### src/rtl/trigger_pkg.sv
// trigger_pkg: shared definitions for the sequential trigger output neuron.
// Holds the FSM state encoding, the configuration address map and the
// saturating-add helper used when TRIGGER_SAT_EN is defined.
package trigger_pkg;

    // FSM states: IDLE accepts a vector, MAC walks the taps, DONE presents the result.
    typedef enum logic [1:0] {
        ST_IDLE = 2'd0,
        ST_MAC  = 2'd1,
        ST_DONE = 2'd2
    } state_t;

    // Weights live at 0..n_in-1; the bias and threshold follow them.
    function automatic int bias_addr(input int n_in);
        return n_in;
    endfunction

    function automatic int thr_addr(input int n_in);
        return n_in + 1;
    endfunction

    // Adds two values that are already inside the acc_w signed range and clamps
    // the result to that range. Carried in 64 bits so any acc_w up to 63 works.
    function automatic logic signed [63:0] sat_add(input logic signed [63:0] a,
                                                   input logic signed [63:0] b,
                                                   input int              acc_w);
        logic signed [64:0] s;
        logic signed [64:0] hi;
        logic signed [64:0] lo;
        s  = $signed({a[63], a}) + $signed({b[63], b});
        hi = (65'sd1 <<< (acc_w - 1)) - 65'sd1;
        lo = -hi - 65'sd1;
        if (s > hi) begin
            return hi[63:0];
        end else if (s < lo) begin
            return lo[63:0];
        end
        return s[63:0];
    endfunction

endpackage

### src/rtl/trigger_mac_unit.sv
// trigger_mac_unit: one multiply-accumulate step of the output neuron.
// term = (act * wt) >>> SHIFT (floor), sign-extended to the accumulator width,
// optionally followed by the bias add on the last tap.
// Build option: define TRIGGER_SAT_EN to clamp every add to the ACC_W range;
// otherwise the adds wrap in two's complement.
module trigger_mac_unit
    import trigger_pkg::*;
#(
    parameter int IN_W  = 16,
    parameter int W_W   = 8,
    parameter int ACC_W = 32,
    parameter int SHIFT = 7
) (
    input  logic signed [IN_W-1:0]  act_i,
    input  logic signed [W_W-1:0]   wt_i,
    input  logic signed [W_W-1:0]   bias_i,
    input  logic                    add_bias_i,
    input  logic signed [ACC_W-1:0] acc_i,
    output logic signed [ACC_W-1:0] acc_o
);

    localparam int PROD_W = IN_W + W_W;

    logic signed [PROD_W-1:0] prod;
    logic signed [PROD_W-1:0] shifted;
    logic signed [ACC_W-1:0]  bias_ext;

    assign prod     = PROD_W'(act_i) * PROD_W'(wt_i);
    // Arithmetic shift rounds toward minus infinity, so -1*1 normalises to -1.
    assign shifted  = prod >>> SHIFT;
    assign bias_ext = {{(ACC_W-W_W){bias_i[W_W-1]}}, bias_i};

`ifdef TRIGGER_SAT_EN
    logic signed [63:0] acc64;
    logic signed [63:0] term64;
    logic signed [63:0] bias64;
    logic signed [63:0] sum_t;
    logic signed [63:0] sum_b;

    assign acc64  = {{(64-ACC_W){acc_i[ACC_W-1]}}, acc_i};
    assign term64 = {{(64-PROD_W){shifted[PROD_W-1]}}, shifted};
    assign bias64 = {{(64-W_W){bias_i[W_W-1]}}, bias_i};

    // Clamp after the term add and again after the bias add.
    always_comb begin
        sum_t = sat_add(acc64, term64, ACC_W);
        sum_b = sum_t;
        if (add_bias_i) begin
            sum_b = sat_add(sum_t, bias64, ACC_W);
        end
        acc_o = sum_b[ACC_W-1:0];
    end
`else
    logic signed [ACC_W-1:0] term_ext;

    if (ACC_W > PROD_W) begin : g_ext
        assign term_ext = {{(ACC_W-PROD_W){shifted[PROD_W-1]}}, shifted};
    end else if (ACC_W == PROD_W) begin : g_same
        assign term_ext = shifted;
    end else begin : g_trunc
        assign term_ext = shifted[ACC_W-1:0];
    end

    // Plain wrap-around accumulate; bias joins on the final tap only.
    always_comb begin
        acc_o = acc_i + term_ext;
        if (add_bias_i) begin
            acc_o = acc_i + term_ext + bias_ext;
        end
    end
`endif

endmodule

### src/rtl/trigger_neuron_seq.sv
// trigger_neuron_seq: sequential L1-trigger output neuron.
// Accepts N_IN signed activations, accumulates one weighted term per clock on
// a shared multiplier, adds a bias and compares against a threshold.
// Handshake: a transfer happens on a rising edge where valid and ready are both
// high; in_ready depends only on state, out_valid/score/trigger are registered
// and held unchanged while out_valid is high and out_ready is low.
// Build option: TRIGGER_SAT_EN selects saturating accumulation (see MAC unit).
module trigger_neuron_seq
    import trigger_pkg::*;
#(
    parameter  int N_IN   = 3,
    parameter  int IN_W   = 16,
    parameter  int W_W    = 8,
    parameter  int ACC_W  = 32,
    parameter  int SHIFT  = 7,
    localparam int ADDR_W = $clog2(N_IN + 2)
) (
    input  logic                     clk,
    input  logic                     rst,
    input  logic                     in_valid,
    output logic                     in_ready,
    input  logic [N_IN*IN_W-1:0]     in_data,
    input  logic                     cfg_we,
    input  logic [ADDR_W-1:0]        cfg_addr,
    input  logic [ACC_W-1:0]         cfg_wdata,
    output logic                     cfg_busy,
    output logic                     out_valid,
    input  logic                     out_ready,
    output logic signed [ACC_W-1:0]  score,
    output logic                     trigger
);

    localparam int IDX_W = (N_IN > 1) ? $clog2(N_IN) : 1;

    state_t                   state_q, state_d;
    logic [IDX_W-1:0]         idx_q, idx_d;
    logic signed [ACC_W-1:0]  acc_q, acc_d;
    logic [N_IN*IN_W-1:0]     data_q, data_d;
    logic signed [ACC_W-1:0]  score_q, score_d;
    logic                     trig_q, trig_d;

    logic signed [W_W-1:0]    w_q [N_IN];
    logic signed [W_W-1:0]    bias_q;
    logic signed [ACC_W-1:0]  thr_q;

    logic                     last_tap;
    logic signed [IN_W-1:0]   act;
    logic signed [W_W-1:0]    wt;
    logic signed [ACC_W-1:0]  mac_acc;

    assign last_tap = (state_q == ST_MAC) && (idx_q == IDX_W'(N_IN - 1));
    assign act      = data_q[int'(idx_q)*IN_W +: IN_W];
    assign wt       = w_q[idx_q];

    trigger_mac_unit #(
        .IN_W  (IN_W),
        .W_W   (W_W),
        .ACC_W (ACC_W),
        .SHIFT (SHIFT)
    ) u_mac (
        .act_i      (act),
        .wt_i       (wt),
        .bias_i     (bias_q),
        .add_bias_i (last_tap),
        .acc_i      (acc_q),
        .acc_o      (mac_acc)
    );

    // Next-state logic for the transaction FSM and datapath registers.
    always_comb begin
        state_d = state_q;
        idx_d   = idx_q;
        acc_d   = acc_q;
        data_d  = data_q;
        score_d = score_q;
        trig_d  = trig_q;
        case (state_q)
            ST_IDLE: begin
                if (in_valid) begin
                    data_d  = in_data;
                    acc_d   = '0;
                    idx_d   = '0;
                    state_d = ST_MAC;
                end
            end
            ST_MAC: begin
                acc_d = mac_acc;
                idx_d = idx_q + IDX_W'(1);
                if (last_tap) begin
                    score_d = mac_acc;
                    trig_d  = (mac_acc > thr_q);
                    idx_d   = '0;
                    state_d = ST_DONE;
                end
            end
            ST_DONE: begin
                if (out_ready) begin
                    state_d = ST_IDLE;
                end
            end
            default: state_d = ST_IDLE;
        endcase
    end

    // FSM and datapath registers; reset abandons any in-flight vector.
    always_ff @(posedge clk or posedge rst) begin
        if (rst) begin
            state_q <= ST_IDLE;
            idx_q   <= '0;
            acc_q   <= '0;
            data_q  <= '0;
            score_q <= '0;
            trig_q  <= 1'b0;
        end else begin
            state_q <= state_d;
            idx_q   <= idx_d;
            acc_q   <= acc_d;
            data_q  <= data_d;
            score_q <= score_d;
            trig_q  <= trig_d;
        end
    end

    // Configuration register file; writes land only while IDLE.
    always_ff @(posedge clk or posedge rst) begin
        if (rst) begin
            for (int i = 0; i < N_IN; i++) begin
                w_q[i] <= '0;
            end
            bias_q <= '0;
            thr_q  <= '0;
        end else if (cfg_we && (state_q == ST_IDLE)) begin
            if (int'(cfg_addr) < N_IN) begin
                w_q[cfg_addr[IDX_W-1:0]] <= cfg_wdata[W_W-1:0];
            end else if (int'(cfg_addr) == bias_addr(N_IN)) begin
                bias_q <= cfg_wdata[W_W-1:0];
            end else if (int'(cfg_addr) == thr_addr(N_IN)) begin
                thr_q <= cfg_wdata;
            end
        end
    end

    assign in_ready  = (state_q == ST_IDLE);
    assign cfg_busy  = (state_q != ST_IDLE);
    assign out_valid = (state_q == ST_DONE);
    assign score     = score_q;
    assign trigger   = trig_q;

endmodule

### config.mk
export PLATFORM = sky130hd
export DESIGN_NAME = trigger_neuron_seq
export DESIGN_NICKNAME = d
export VERILOG_FILES = /design/src/rtl/trigger_pkg.sv /design/src/rtl/trigger_mac_unit.sv /design/src/rtl/trigger_neuron_seq.sv
export SDC_FILE = /design/constraint.sdc
export NUM_CORES = 1
export LEC_CHECK = 0
export CORE_ASPECT_RATIO = 0.7
export CORE_UTILIZATION = 55
export DETAILED_ROUTE_END_ITERATION = 10
export HOLD_SLACK_MARGIN = 0.1
export PLACE_DENSITY = 0.77
export SLEW_MARGIN = 30
export SYNTH_ARGS = -nofsm -noshare
export SYNTH_HDL_FRONTEND = slang
export SYNTH_SLANG_ARGS = --single-unit
### constraint.sdc
create_clock -name clk -period 16.84 [get_ports clk]
set_clock_uncertainty 0.1 [all_clocks]
set_input_delay 3.368 -clock clk [delete_from_list [all_inputs] [get_ports clk]]
set_output_delay 3.368 -clock clk [all_outputs]
set_load 0.02 [all_outputs]
-- Yosys cells after proc, flatten, opt, wreduce, memory -nomap -nowiden
Index checks and enable logic that the tools add are counted.
- output and inout bits: 36
- word-level logic and storage cells: 62
- bits of input ports: 88
- register bits: 181
- magnitude comparators: 5
- shifts and indexed selects: 1
- mux-type cells: 16
- add/sub/neg operators: 3
- bitwise operators: 4
- multiply operators: 1
- equality and inequality tests: 8
- reductions and logical operators: 13
- operators by type and width (cell ; count):
    2-to-1 mux 32 bit ; 2
    case mux 32 bit (2 select lines) ; 1
    variable part select 48 x 7 -> 16 bit ; 1
    adder 32 x 17 -> 32 bit ; 1
    adder 32 x 8 -> 32 bit ; 1
    > comparator 32 bit ; 1
    bitwise mux 24 bit ; 1
    multiplier 16 x 8 -> 24 bit ; 1
    2-to-1 mux 8 bit ; 3
    binary-select mux 8 bit (select 2 bit) ; 1
    demux 8 bit (select 2 bit) ; 1
    2-to-1 mux 2 bit ; 5
    AND reduction 2 bit ; 4
    == test 3 bit, second input constant ; 2
    >= comparator 3 bit, second input constant ; 2
    NOT 2 -> 3 bit ; 2
    case mux 2 bit (3 select lines) ; 1
    AND reduction 3 bit ; 2
    == test 2 bit, second input constant ; 2
    inequality test 2 bit, second input constant ; 2
    case mux 2 bit (2 select lines) ; 1
    AND reduction 4 bit ; 1
    nonzero test 2 bit ; 2
    logical AND 1 bit ; 3
    7 further kinds ; 8

-- Logic depth before layout (Yosys ltp)
- depth after elaboration: 9
- mapped depth: 55
- depth with buffers taken out: 52

-- Modules after synthesis
Synthesis repeated with hierarchy kept, for this count alone.
- cell total of the unflattened synthesis: 1768
- area total of the unflattened synthesis: 15758.9 um^2
- modules (own cells, without submodules) (module ; instances ; sequential area each (um^2) ; area each (um^2) ; cells each):
    trigger_neuron_seq ; 1 ; 4529.3 ; 8157.8 ; 837
    trigger_mac_unit ; 1 ; 0.0 ; 7601.0 ; 931

-- Worst setup path after synthesis
Ideal clock, no wire load.
- kind: reg2reg
- start: register idx_q[1]
- end: register trig_q (netlist: trigger)
- library setup time: 0.135 ns
- arrival time: 11.496 ns
- stages on the path, launching flop included: 48
- slack: 5.110 ns
- period minus slack after synthesis: 11.730 ns
- required time: 16.605 ns
- path buffers: 4
- cells stage by stage: dfrtp_1 clkbuf_1 buf_1 mux2i_1 nor2_1 a21oi_1 clkbuf_1 nor2_1 fa_1 fa_1 fa_1 inv_1 fa_1 inv_1 ha_1 nand3_2 a211oi_2 o221a_2 [... 12 more ...] a21o_1 xor2_1 ha_1 a21o_1 a21oi_1 or3b_2 o221ai_2 mux2i_1 xnor2_2 xnor2_1 ha_1 nand4_1 nor4_1 nand2_1 a211o_1 nand3_1 xor2_1 o31ai_1
- word-level cells in the longest chain between the ends: 9
- elaborated cells between the ends (all ways): 13
- those cells by class: 2 x add/sub; 1 x mul; 1 x order compare; 1 x eq/ne; 1 x shift; 4 x mux; 1 x bitwise; 2 x reduce/logical
- RTL lines (item ; RTL line ; RTL):
    from (decl) ; trigger_neuron_seq.sv:36 ; logic [IDX_W-1:0] idx_q, idx_d;
    from (signal assigned) ; trigger_neuron_seq.sv:116 ; idx_q <= idx_d;
    parallel branches: the longest is 7 deep, another holds adder 32 x 17 -> 32 bit ; n/a ;
    2-to-1 mux 32 bit * ; trigger_mac_unit.sv:67 ; if (add_bias_i) begin
    named net mac_acc[31] ; trigger_neuron_seq.sv:49 ; logic signed [ACC_W-1:0] mac_acc;
    > comparator 32 bit * ; trigger_neuron_seq.sv:91 ; trig_d = (mac_acc > thr_q);
    to (signal assigned) ; trigger_neuron_seq.sv:120 ; trig_q <= trig_d;
    to (decl) ; trigger_neuron_seq.sv:40 ; logic trig_q, trig_d;
Mark *: on every way through the listed nets, which the timed path passes. The select of a mux whose other input is x is not followed.
A chain may end at the register's enable or synchronous reset.

-- Worst setup path after layout
- start: register idx_q[0]
- end: register trig_q (netlist: trigger)
Same word-level chain as after synthesis.

==> flow_summary.toml <==
[outcome]
status = "finished clean"

[timing]
finalHoldViolations = 0
finalWorstPathRequiredPeriod_ns = 12.66
final_max_slew_viol_count = 0
slew_headroom_pct = 28.2
fin_setup_tns_ns = 0
worstMarginPinSlew_ns = 1.07
period_share_pct = 75.2
setup_viol = 0
timing.fmax_ghz = 0.0790
rsz0062_at_grt = "false"

[layout]
nets = 2120
multiInputGateArea_um2 = 10300
seqCellArea_um2 = 4530
diodes = 0
syn2layout_area_growth_pct = 14.7
final_common_cell = "inv_1"
drive_gt1_share_pct = 11.6
utilization_pct = 64.5
layout_common_cells = "193 x inv_1, 181 x dfrtp_1, 169 x nor2_1, 149 x nand2_1, 137 x ha_1"
fill_cells = 2272
fin_cells = 2176

[critical_path]
cpMaxStageDelayCell = "dfrtp_1"
cpLargestDelayFamily = "compound AO/OA/AOI/OAI gates"
critPathMaxStageDelay_ns = 0.88
path_max_fanout = 30
required_ns = 17.07
crit_arrival_ns = 12.90
worstSetupPathType = "reg2reg"
crit_buf_inv = 5
critPathLaunchType = "register"
critPathCaptureType = "register"

[logic_synthesis]
ys_ff_latch = 181
synthArstFlopShare_pct = 100
syn_inst = 1686
yosysWarningCount = 0
synth_top_area_share_pct = 28.7
syn_area_um2 = 15800
synth_area_leaders = "dfrtp_1 29%, fa_1 13%, ha_1 11%, mux2_2 8.0%, inv_1 4.6%"
synth_edf_count = 0
syn-mean-instance-area_um2 = 9.35
synthDistinctLibCells = 64
ys_seq_area_share_pct = 28.7
synth-main-ff-cell = "dfrtp_1"
synth_top_area_cell = "dfrtp_1"
syn-num-nets = 2014

[routing]
drcViolationCount = 0
first_pass_iters = 5
ant_nets = 0
drt_iter0_markers = 1111
viasPerCell = 5.80
routed_wl_mm = 41.8
num_vias = 12600
detail_route.wl_per_cell_um = 19.2

[placed_design]
place_hpwl_mm = 32.5
dp.cells = 2144
gp_congestion = 0.963
portBuffers = 123

[grt]
grt_max_degree = 120
grt_overflow = 0
grt.total_usage_pct = 29.3
grt_pass1_vias = 12100
grt_pass1_wl_mm = 65.8
antenna_found_initial = 0

[worst_hold_path]
min_path_type = "reg2reg"

[clock_network]
cts_buffer_depth = 2
ctsResizeCount = 0
cts_setup_buffers = 0
cts_max_level = 4
numCtsBuffers = 17
path_clk_slew_ns = 0.09
cts_tree = "yes"
cts_hold_buf = 0
clk_latency_ns = 0.46
cts_root_buf = "clkbuf_16"
cts_sinks = 181

[die]
core_um2 = 28000
die-area_um2 = 29400
fp.dieW_um = 204
rows = 51
start_util_pct = 56.3
die_h_um = 144
io_pins = 124

[flow_run]
drv_cap = 0
[cells by family (layout without fill, tap and decap cells)]
group	count (synthesis)	in the layout	synth area share (%)
xor+xnor	79	79	4.52
compound gates	320	320	13.3
simple gates	477	477	13.7
mux	140	140	9.78
flops	181	181	28.7
buf+inv	249	368	5.93
fa+ha+maj	240	240	24.0
[area by class of cell]
| cell class | instances | area share (%) |
|---|---|---|
| clock inverter | 15 | 1.16 |
| clock buffer | 17 | 2.35 |
| inverter | 194 | 4.10 |
| tap | 371 | 2.57 |
| multi-input combinational | 1256 | 57.1 |
| timing repair buffer | 142 | 7.67 |
| sequential | 181 | 25.1 |
[worst register-to-register path, delay by kind of cell, from the launching register on]
kind,cells,cell delay (ns)
AO/OA/AOI/OAI,17,4.10
adder cells (fa/ha/maj),8,3.40
AND/OR/NAND/NOR,9,2.24
flip-flops,1,0.88
XOR/XNOR,5,0.81
buffers and inverters,5,0.69
multiplexers,1,0.32
[stage by stage]
stage	cell area, um^2	worst slack [ns]	hold WS, ns
after detailed placement	17400	4.23	0.364
after global routing	18100	3.40	0.397
after global placement	17400	4.39	0.358
after floorplan	15800	5.11	0.367
final	18100	4.18	0.376
after CTS	18100	4.18	0.383
[state kept, by name, summed over array words and instances (netlist names)]
| name | count |
|---|---|
| trigger | 1 |
| acc_q | 32 |
| w_q | 24 |
| data_q | 48 |
| idx_q | 2 |
| state_q | 2 |
| score | 32 |
| bias_q | 8 |
| thr_q | 32 |
[layer usage]
metal | wire, um | global-route usage [%]
met1 | 19900 | 45.0
met2 | 16900 | 40.0
met3 | 4440 | 9.00
met4 | 464 | 6.13
met5 | 0 | 0
[cells in the mapped netlist (all sizes together), types with 28 or more instances]
cell and number:
ha 137, a21o 72, nand2 150, xnor2 54, fa 103, a21oi 107
clkbuf 48, mux2i 28, mux2 112, o21ai 42, dfrtp 181, nand3 33
nor2 169, inv 194
[final timing paths]
path                                    endpoint  depth (start not counted)  slack (ns)                   from
min reg2reg                score[14]$_DFFE_PP0P_                          2        0.38  score[14]$_DFFE_PP0P_
min                        score[14]$_DFFE_PP0P_                          2        0.38  score[14]$_DFFE_PP0P_
min in group asynchronous  score[31]$_DFFE_PP0P_                          2        3.30                    rst
max reg2reg                  trigger$_DFFE_PP0P_                         45        4.18   idx_q[0]$_DFFE_PP0P_
max in group asynchronous  acc_q[16]$_DFFE_PP0P_                          3       12.04                    rst
max                          trigger$_DFFE_PP0P_                         45        4.18   idx_q[0]$_DFFE_PP0P_
Power is left out: the tool's default activity adds up to more than one toggle a clock period on the data nets, which glitch-free logic cannot reach.
